## config.mk

```make
export PLATFORM = sky130hd
export DESIGN_NAME = req_vector_decoder_12
export DESIGN_NICKNAME = d
export VERILOG_FILES = /design/src/rtl/req_codec_pkg.sv /design/src/rtl/priority_encoder_12_4.sv /design/src/rtl/req_popcount_12.sv /design/src/rtl/req_vector_decoder_12.sv
export SDC_FILE = /design/constraint.sdc
export NUM_CORES = 1
export LEC_CHECK = 0
export CAP_MARGIN = 10
export CORE_MARGIN = 1.5
export CORE_UTILIZATION = 30
export DETAILED_ROUTE_END_ITERATION = 10
export GPL_TIMING_DRIVEN = 0
export SLEW_MARGIN = 20
export SYNTH_ARGS = -nofsm -noshare
export SYNTH_HDL_FRONTEND = slang
export SYNTH_HIERARCHICAL = 1
export SYNTH_SLANG_ARGS = --single-unit
```

## constraint.sdc

```tcl
create_clock -name clk -period 5 [get_ports clk]
set_input_delay 1 -clock clk [delete_from_list [all_inputs] [get_ports clk]]
set_output_delay 1 -clock clk [all_outputs]
set_load 0.01 [all_outputs]
```

## src/rtl/req_codec_pkg.sv

```systemverilog
// req_codec_pkg
// Shared constants and helpers for the 12-line request code path.
// Codes: 0 = no request, 1..12 = request line code-1, 13..15 = illegal.
// Contents:
//   N_REQ, CODE_W, CODE_NONE, CODE_MAX  - code space constants
//   code_to_mask(code)                  - one-hot of code-1, zero for 0 and 13..15
//   code_legal(code)                    - 1 for codes 0..12
package req_codec_pkg;

   localparam int                N_REQ     = 12;
   localparam int                CODE_W    = 4;
   localparam logic [CODE_W-1:0] CODE_NONE = 4'd0;
   localparam logic [CODE_W-1:0] CODE_MAX  = 4'd12;

   // Compare against every legal code so 0 and 13..15 fall out as an empty mask.
   function automatic logic [N_REQ-1:0] code_to_mask(input logic [CODE_W-1:0] code);
      logic [N_REQ-1:0] m;
      m = '0;
      for (int i = 0; i < N_REQ; i++)
         m[i] = (code == CODE_W'(i + 1));
      return m;
   endfunction

   function automatic logic code_legal(input logic [CODE_W-1:0] code);
      return (code <= CODE_MAX);
   endfunction

endpackage

```

## src/rtl/priority_encoder_12_4.sv

```systemverilog
// priority_encoder_12_4
// Combinational 12-to-4 priority encoder; highest set bit wins.
// Ports:
//   r     in  12  request vector
//   code  out  4  k for highest set r[k-1], 0 when r is empty
module priority_encoder_12_4
   import req_codec_pkg::*;
(
   input  logic [N_REQ-1:0]  r,
   output logic [CODE_W-1:0] code
);

   // Ascending scan: later (higher) bits overwrite lower ones.
   always_comb begin
      code = CODE_NONE;
      for (int i = 0; i < N_REQ; i++)
         if (r[i]) code = CODE_W'(i + 1);
   end

endmodule

```

## src/rtl/req_popcount_12.sv

```systemverilog
// req_popcount_12
// Combinational population count of a 12-bit vector.
// Ports:
//   vec  in  12  vector to count
//   cnt  out  4  number of set bits (0..12)
module req_popcount_12
   import req_codec_pkg::*;
(
   input  logic [N_REQ-1:0]  vec,
   output logic [CODE_W-1:0] cnt
);

   always_comb begin
      cnt = '0;
      for (int i = 0; i < N_REQ; i++)
         cnt = cnt + {{(CODE_W-1){1'b0}}, vec[i]};
   end

endmodule

```

## src/rtl/req_vector_decoder_12.sv

```systemverilog
// req_vector_decoder_12
// Rebuilds a registered 12-bit pending-request vector from request codes.
// Bits set by accepted in_code stay pending until cleared through clr_code.
// Optional feature macro: REQ_DECODER_TOP_EN adds top_code, the registered
// priority encoding of req.
// Ports:
//   clk        in   1   rising-edge clock
//   reset_n    in   1   asynchronous active-low reset
//   in_valid   in   1   request code valid
//   in_ready   out  1   pend_cnt below MAX_PENDING
//   in_code    in   4   0 no-op, 1..12 set bit code-1, 13..15 illegal
//   clr_valid  in   1   clear strobe (never back-pressured)
//   clr_code   in   4   bit to clear, same encoding as in_code
//   req        out  12  pending vector
//   req_any    out  1   OR of req
//   pend_cnt   out  4   popcount of req
//   err        out  1   sticky illegal-code flag
//   top_code   out  4   (REQ_DECODER_TOP_EN only) highest pending code, 0 if none
module req_vector_decoder_12
   import req_codec_pkg::*;
#(
   parameter int MAX_PENDING = 12
)(
   input  logic              clk,
   input  logic              reset_n,
   input  logic              in_valid,
   output logic              in_ready,
   input  logic [CODE_W-1:0] in_code,
   input  logic              clr_valid,
   input  logic [CODE_W-1:0] clr_code,
   output logic [N_REQ-1:0]  req,
   output logic              req_any,
   output logic [CODE_W-1:0] pend_cnt,
   output logic              err
`ifdef REQ_DECODER_TOP_EN
   ,
   output logic [CODE_W-1:0] top_code
`endif
);

   localparam logic [CODE_W-1:0] MAX_CNT = CODE_W'(MAX_PENDING);

   logic              accept;
   logic              illegal;
   logic [N_REQ-1:0]  set_mask;
   logic [N_REQ-1:0]  clr_mask;
   logic [N_REQ-1:0]  req_next;
   logic [CODE_W-1:0] cnt_next;

   // Ready looks only at registered occupancy; a same-cycle clear frees a
   // slot for the following cycle, not this one.
   assign in_ready = (pend_cnt < MAX_CNT);
   assign accept   = in_valid & in_ready;

   assign set_mask = accept    ? code_to_mask(in_code)  : '0;
   assign clr_mask = clr_valid ? code_to_mask(clr_code) : '0;
   assign illegal  = (accept & ~code_legal(in_code)) | (clr_valid & ~code_legal(clr_code));

   // Set is applied after clear so a same-bit collision leaves the bit pending.
   assign req_next = (req & ~clr_mask) | set_mask;

   req_popcount_12 u_popcount (
      .vec (req_next),
      .cnt (cnt_next)
   );

   always_ff @(posedge clk or negedge reset_n) begin
      if (!reset_n) begin
         req      <= '0;
         req_any  <= 1'b0;
         pend_cnt <= '0;
         err      <= 1'b0;
      end else begin
         req      <= req_next;
         req_any  <= |req_next;
         pend_cnt <= cnt_next;
         err      <= err | illegal;
      end
   end

`ifdef REQ_DECODER_TOP_EN
   logic [CODE_W-1:0] top_next;

   priority_encoder_12_4 u_top_enc (
      .r    (req_next),
      .code (top_next)
   );

   always_ff @(posedge clk or negedge reset_n) begin
      if (!reset_n) top_code <= CODE_NONE;
      else          top_code <= top_next;
   end
`endif

endmodule
```

==> run summary, run 1 <==
Worst Tran Pin Value - 0.8423 ns
Worst Hold Class - reg2reg
Setup Crit Path Kind - in2reg
Final setup TNS - 0 ns
Die X - 63.03 um
Final setup fails - 0
# diodes - 0
Worst-skew pair later-pin latency - 0.30 ns
Share of cells above drive strength 1 - 0.1151
Mux contribution to synthesized area - 0
Initial Utilization - 0.3189
CTS tree - yes
MaxCap Viol Count - 0
Setup Skew - 0.005623 ns
Final Hold Fails - 0
CTS root buf - clkbuf_4
Via density - 5.076
Relative slew slack - 0.4367
Synth top area cells - dfrtp_1 42%, fa_1 13%, inv_1 6.9%
Fin nets - 163
Startpoint type of the worst setup path - primary input
Post-synthesis cell type count - 27
Fillcell total - 324
R2R setup slack - 0.72 ns
First-pass GRT wire length - 4954 um
CTS buffer count - 3
Post-Route WL - 2819 um
Number of global-route vias before repair - 1039
Height of the die - 63.03 um
Pleak - 0.6777 nW
PD cells - 640.6 nW/um^2
Pre-antenna DRT Iters - 4
Power share of the combinational group - 0.668
Top FF cell, synth - dfrtp_1
FF-to-FF Start - pend_cnt[3]
Syn nets - 130
Initial DRC Count - 43
FF-to-FF path depth - 14
Synth warnings - 6
Worst-path fanout max - 4
Compound-Gate Fraction of Synth Area - 0.1562
Post-synth top cells - 20 x inv_1, 18 x dfrtp_1, 15 x o21ai_0, 7 x fa_1, 7 x nand2_1
Pin count of the biggest net entering global routing - 19
Required time worst endpoint - 5.19 ns
Area of the multi-input gates - 586.8 um^2
Seq/Total Area, Yosys - 0.4167
Routed vias - 939
Max Slew Vio Count - 0
Critical Path End Type - register
Hold Path End - err
Worst-path clk slew - 0.11 ns
Core region area - 3390 um^2
Row count - 21
Count leader, synth - inv_1
Ys async rst share - 1.000
Seq pwr share - 0.236
Largest family of logic cells by synthesized area - adder cells
Initial antenna violation count - 0
Post-Synth XOR/XNOR Area - 0.008102
Area leader, netlist - dfrtp_1
Buffers added on ports - 28
DRC viols - 0
Avg Synthesized Cell Area - 10.10 um^2
CTS H-tree depth - 1
Area Growth Syn to Fin - 39.93%
Synth Register Bits - 18
Total gr overflow - 0
Peak Freq - 205.1 MHz
Pint - 0.5526 mW
Gpl congestion - 0.8511
Arrival time at the worst endpoint - 5.07 ns
Sw Pwr - 0.4164 mW
EDFF count, synth - 0
Post-synthesis instance area - 1081 um^2
Post-synthesis simple-gate area fraction - 0.1563
Worst Hold Depth - 2
Clock share of power - 0.096
HPWL after DPL - 2166 um
VDD IR max - 430.5 uV
Post-synthesis adder-cell area fraction - 0.1759
Final critical-path required period - 4.877 ns
Total GRT Usage - 0.1580
Switching share of power - 0.4298
Post-route clock period utilization - 0.9754
Status - complete, no violations
Routed len/inst - 15.24 um
IO Pins - 31
RR Endpoint - pend_cnt[2]
Gate Count Post-Synth - 107
Antenna-violating nets left - 0
Storage cell area - 450.4 um^2
Synth top area share - 0.4167
Final core utilization - 0.4463
Clk buf depth - 2
HP Start - err
Clk sinks - 18
Die area - 3973 um^2
power groups by stage:
stage | registers (mW) | clock network [mW] | logic (mW)
after floorplan | 0.248 | 0 | 0.368
after global placement | 0.230 | 0 | 0.588
after detailed placement | 0.230 | 0 | 0.626
after CTS | 0.228 | 0.0946 | 0.644
after global routing | 0.234 | 0.104 | 0.748
final | 0.229 | 0.0927 | 0.647
flip-flops by register name, summed over array words and instances, names as in the netlist:
| signal | cells |
|---|---|
| pend_cnt | 4 |
| req_any | 1 |
| req | 12 |
| err | 1 |
worst max-delay path, cell delays in order:
cell and delay (ns):
clkdlybuf4s50_1 0.46, or3b_4 0.44, o21ai_2 0.17, inv_1 0.08, fa_1 0.54, inv_1 0.05
fa_1 0.49, inv_1 0.05, fa_1 0.46, fa_1 0.51, inv_1 0.04, ha_1 0.20
fa_1 0.40, xor2_1 0.17
timing repair:
| item | 4_1_cts | 5_1_grt |
|---|---|---|
| pin swaps | 1 | 1 |
| gates cloned | 0 | 0 |
| setup endpoints to repair | 2 | 2 |
| gates resized for setup | 5 | 12 |
| hold buffers | 0 | 0 |
| setup buffers | 0 | 0 |
cells by family after synthesis:
kind of cell,after synthesis
compound gates,28
simple gates,27
xor+xnor,1
fa+ha+maj,11
buf+inv,22
flops,18
area by class of cell:
| type | count | area share |
|---|---|---|
| Tap cell | 46 | 0.03805 |
| Sequential cell | 18 | 0.2978 |
| Timing Repair Buffer | 28 | 0.1902 |
| Clock buffer | 4 | 0.02399 |
| Inverter | 20 | 0.04963 |
| Buffer | 2 | 0.01241 |
| Multi-Input combinational cell | 67 | 0.3879 |
per-stage QoR:
step / area, um^2 / setup slack (ns) / hold slack (ns) / instances / total power, mW
3_3_place_gp: 1419 / -0.3971 / 0.4623 / 181 / 0.8175
2_1_floorplan: 1081 / 0.3140 / 0.5093 / 107 / 0.6159
6_report: 1513 / 0.1232 / 0.4948 / 185 / 0.9690
5_1_grt: 1513 / -0.02839 / 0.5497 / 185 / 1.086
4_1_cts: 1465 / 0.002417 / 0.5044 / 185 / 0.9660
3_5_place_dp: 1419 / -0.4500 / 0.4800 / 181 / 0.8564
how the worst max path moves through the flow:
stage                     cells past startpoint        from          end
after floorplan                              14  in_code[2]  pend_cnt[2]
after global placement                       15  in_code[2]  pend_cnt[2]
after detailed placement                     15  in_code[2]  pend_cnt[2]
after CTS                                    15  in_code[2]  pend_cnt[2]
after global routing                         14  in_code[3]  pend_cnt[2]
final                                        14  in_code[3]  pend_cnt[2]
metal layers:
layer | wire length (um) | track usage | vias up
li1 | - | - | 427
met1 | 1142 | 0.1840 | 457
met2 | 1402 | 0.2726 | 43
met3 | 189 | 0.04144 | 12
met4 | 85 | 0.06667 | 0
met5 | 0 | 0 | -
cell usage in the layout (no fill, tap or decap), types with 2 or more instances in the layout:
cell type and instances:
fa_1 7, o41ai_1 2, clkdlybuf4s50_1 25, nor2_1 2, ha_1 4, or3b_1 2, dfrtp_1 18, nand2b_1 2
clkbuf_4 3, o21ai_2 3, o21ai_0 10, dlymetal6s2s_1 3, nand2_1 7, nand4b_1 2, nand4_1 3, o21ai_1 7
inv_1 20
(Power assumes the default switching activity.)
==> inputs of run 2 (changes only) <==
--- a/config.mk
+++ b/config.mk
@@ -9,7 +9,6 @@
 export CORE_MARGIN = 1.5
 export CORE_UTILIZATION = 30
 export DETAILED_ROUTE_END_ITERATION = 10
-export GPL_TIMING_DRIVEN = 0
 export SLEW_MARGIN = 20
 export SYNTH_ARGS = -nofsm -noshare
 export SYNTH_HDL_FRONTEND = slang
==> run 2 against run 1 <==
Setup slack worse by 0.043 ns. Largest cell class unchanged. Die area stayed put. Hold slack worse by 0.0078 ns.
==> run summary, run 2 (synthesis gave the netlist of run 1 again) <==
Gpl congestion - 0.8768
Pre-antenna DRT Iters - 4
Final core utilization - 0.4755
Relative slew slack - 0.4362
Fin nets - 183
PD cells - 589.8 nW/um^2
Total GRT Usage - 0.1591
Worst-path clk slew - 0.10 ns
Hold buffer count at cts - 0
IO Pins - 31
Post-Route WL - 2848 um
Crit-path slowest cell - fa_1
Largest register FFs - 12
Arrival time at the worst endpoint - 5.10 ns
CTS H-tree depth - 1
Initial Utilization - 0.3189
Antenna-violating nets left - 0
First-pass GRT wire length - 4988 um
RSZ-0062 raised after global routing - false
Clk buf depth - 2
Total gr overflow - 0
Area Growth Syn to Fin - 49.07%
Final Hold Fails - 0
Initial antenna violation count - 0
CTS tree - yes
Buffers added on ports - 30
Fillcell total - 328
Final setup TNS - 0 ns
Status - complete, no violations
CTS buffer count - 3
Via density - 4.750
Worst Hold Class - reg2reg
R2R setup slack - 0.73 ns
Setup Skew - 0.0008183 ns
Pin count of the biggest net entering global routing - 19
Initial DRC Count - 53
Max Slew Vio Count - 0
Commonest cells after routing, fill and taps aside - 25 x clkdlybuf4s50_1, 20 x inv_1, 20 x buf_4
Worst Tran Pin Value - 0.8431 ns
Post-route clock period utilization - 0.9840
Setup Crit Path Kind - in2reg
Die area - 3973 um^2
Final critical-path required period - 4.920 ns
Largest Register - req
Post-CTS setup buffers - 0
Die X - 63.03 um
Worst-skew pair later-pin latency - 0.28 ns
Height of the die - 63.03 um
# diodes - 0
Peak Freq - 203.2 MHz
CTS root buf - clkbuf_4
Commonest non-fill, non-tap cell in the layout - clkdlybuf4s50_1
Worst-path fanout max - 4
Number of global-route vias before repair - 1086
PostCTS Resize Cnt - 5
DRC viols - 0
Startpoint type of the worst setup path - primary input
Cell Chain, Critical Path - clkdlybuf4s50_1 > or3b_4 > o21ai_2 > inv_1 > fa_1 > inv_1 > fa_1 > inv_1 > fa_1 > fa_1 > inv_1 > ha_1 > fa_1 > xor2_1
Total power - 0.9506 mW
Pleak - 0.7557 nW
Share of cells above drive strength 1 - 0.1835
VDD IR max - 423.4 uV
Row count - 21
Clk sinks - 18
Routed len/inst - 13.96 um
Final setup fails - 0
Critical Path End Type - register
HPWL after DPL - 2335 um
Core region area - 3390 um^2
CP most frequent cell - fa_1
Regs by FF count - req (12), pend_cnt (4)
Routed vias - 969
MaxCap Viol Count - 0
Required time worst endpoint - 5.18 ns
Slowest stage delay, CP - 0.55 ns
[run 2: where the power goes]
part / switching, mW / internal, mW / leakage (nW)
Combinational: 0.332 / 0.320 / 0.533
Clock: 0.0429 / 0.0280 / 0.0138
Sequential: 0.0251 / 0.203 / 0.209
[run 2: area by class of cell]
type	count	area (um^2)	area share
Clock buffer	3	22.52	0.01398
Tap cell	46	57.56	0.03571
Multi-Input combinational cell	67	546.8	0.3393
Sequential cell	18	450.4	0.2795
Inverter	20	75.07	0.04658
Timing Repair Buffer	50	459.2	0.2849
[run 2: metal layers]
layer	vias to the layer above	GRT usage	share of wire
met5	-	0	0
li1	467	-	-
met4	0	0.04444	0.014
met3	4	0.03964	0.056
met2	38	0.2686	0.50
met1	460	0.2011	0.43
[run 2: worst max-delay path: cells and delay by family]
kind / cells / cell delay (ns)
fa+ha+maj: 6 / 2.60
buf+inv: 5 / 0.70
simple gates: 1 / 0.45
compound gates: 1 / 0.17
xor+xnor: 1 / 0.17
[run 2: through the flow]
| step | cell area, um^2 | worst slack (ns) | instances | hold WS (ns) |
|---|---|---|---|---|
| 2_1_floorplan | 1081 | 0.3140 | 107 | 0.5093 |
| 3_3_place_gp | 1570 | -0.3661 | 201 | 0.4615 |
| 3_5_place_dp | 1570 | -0.4154 | 201 | 0.4745 |
| 4_1_cts | 1598 | 0.01843 | 204 | 0.4981 |
| 5_1_grt | 1612 | 0.01772 | 204 | 0.5347 |
| 6_report | 1612 | 0.07990 | 204 | 0.4871 |
[run 2: final timing paths]
| path | startpoint | endpoint | cells after the start |
|---|---|---|---|
| worst max register to register | pend_cnt[3] | pend_cnt[2] | 14 |
| max in group asynchronous | reset_n | req_any | 1 |
| worst max-delay path | in_code[3] | pend_cnt[2] | 14 |
| worst min-delay path | err | err | 2 |
| min in group asynchronous | reset_n | err | 1 |
| worst min register to register | err | err | 2 |
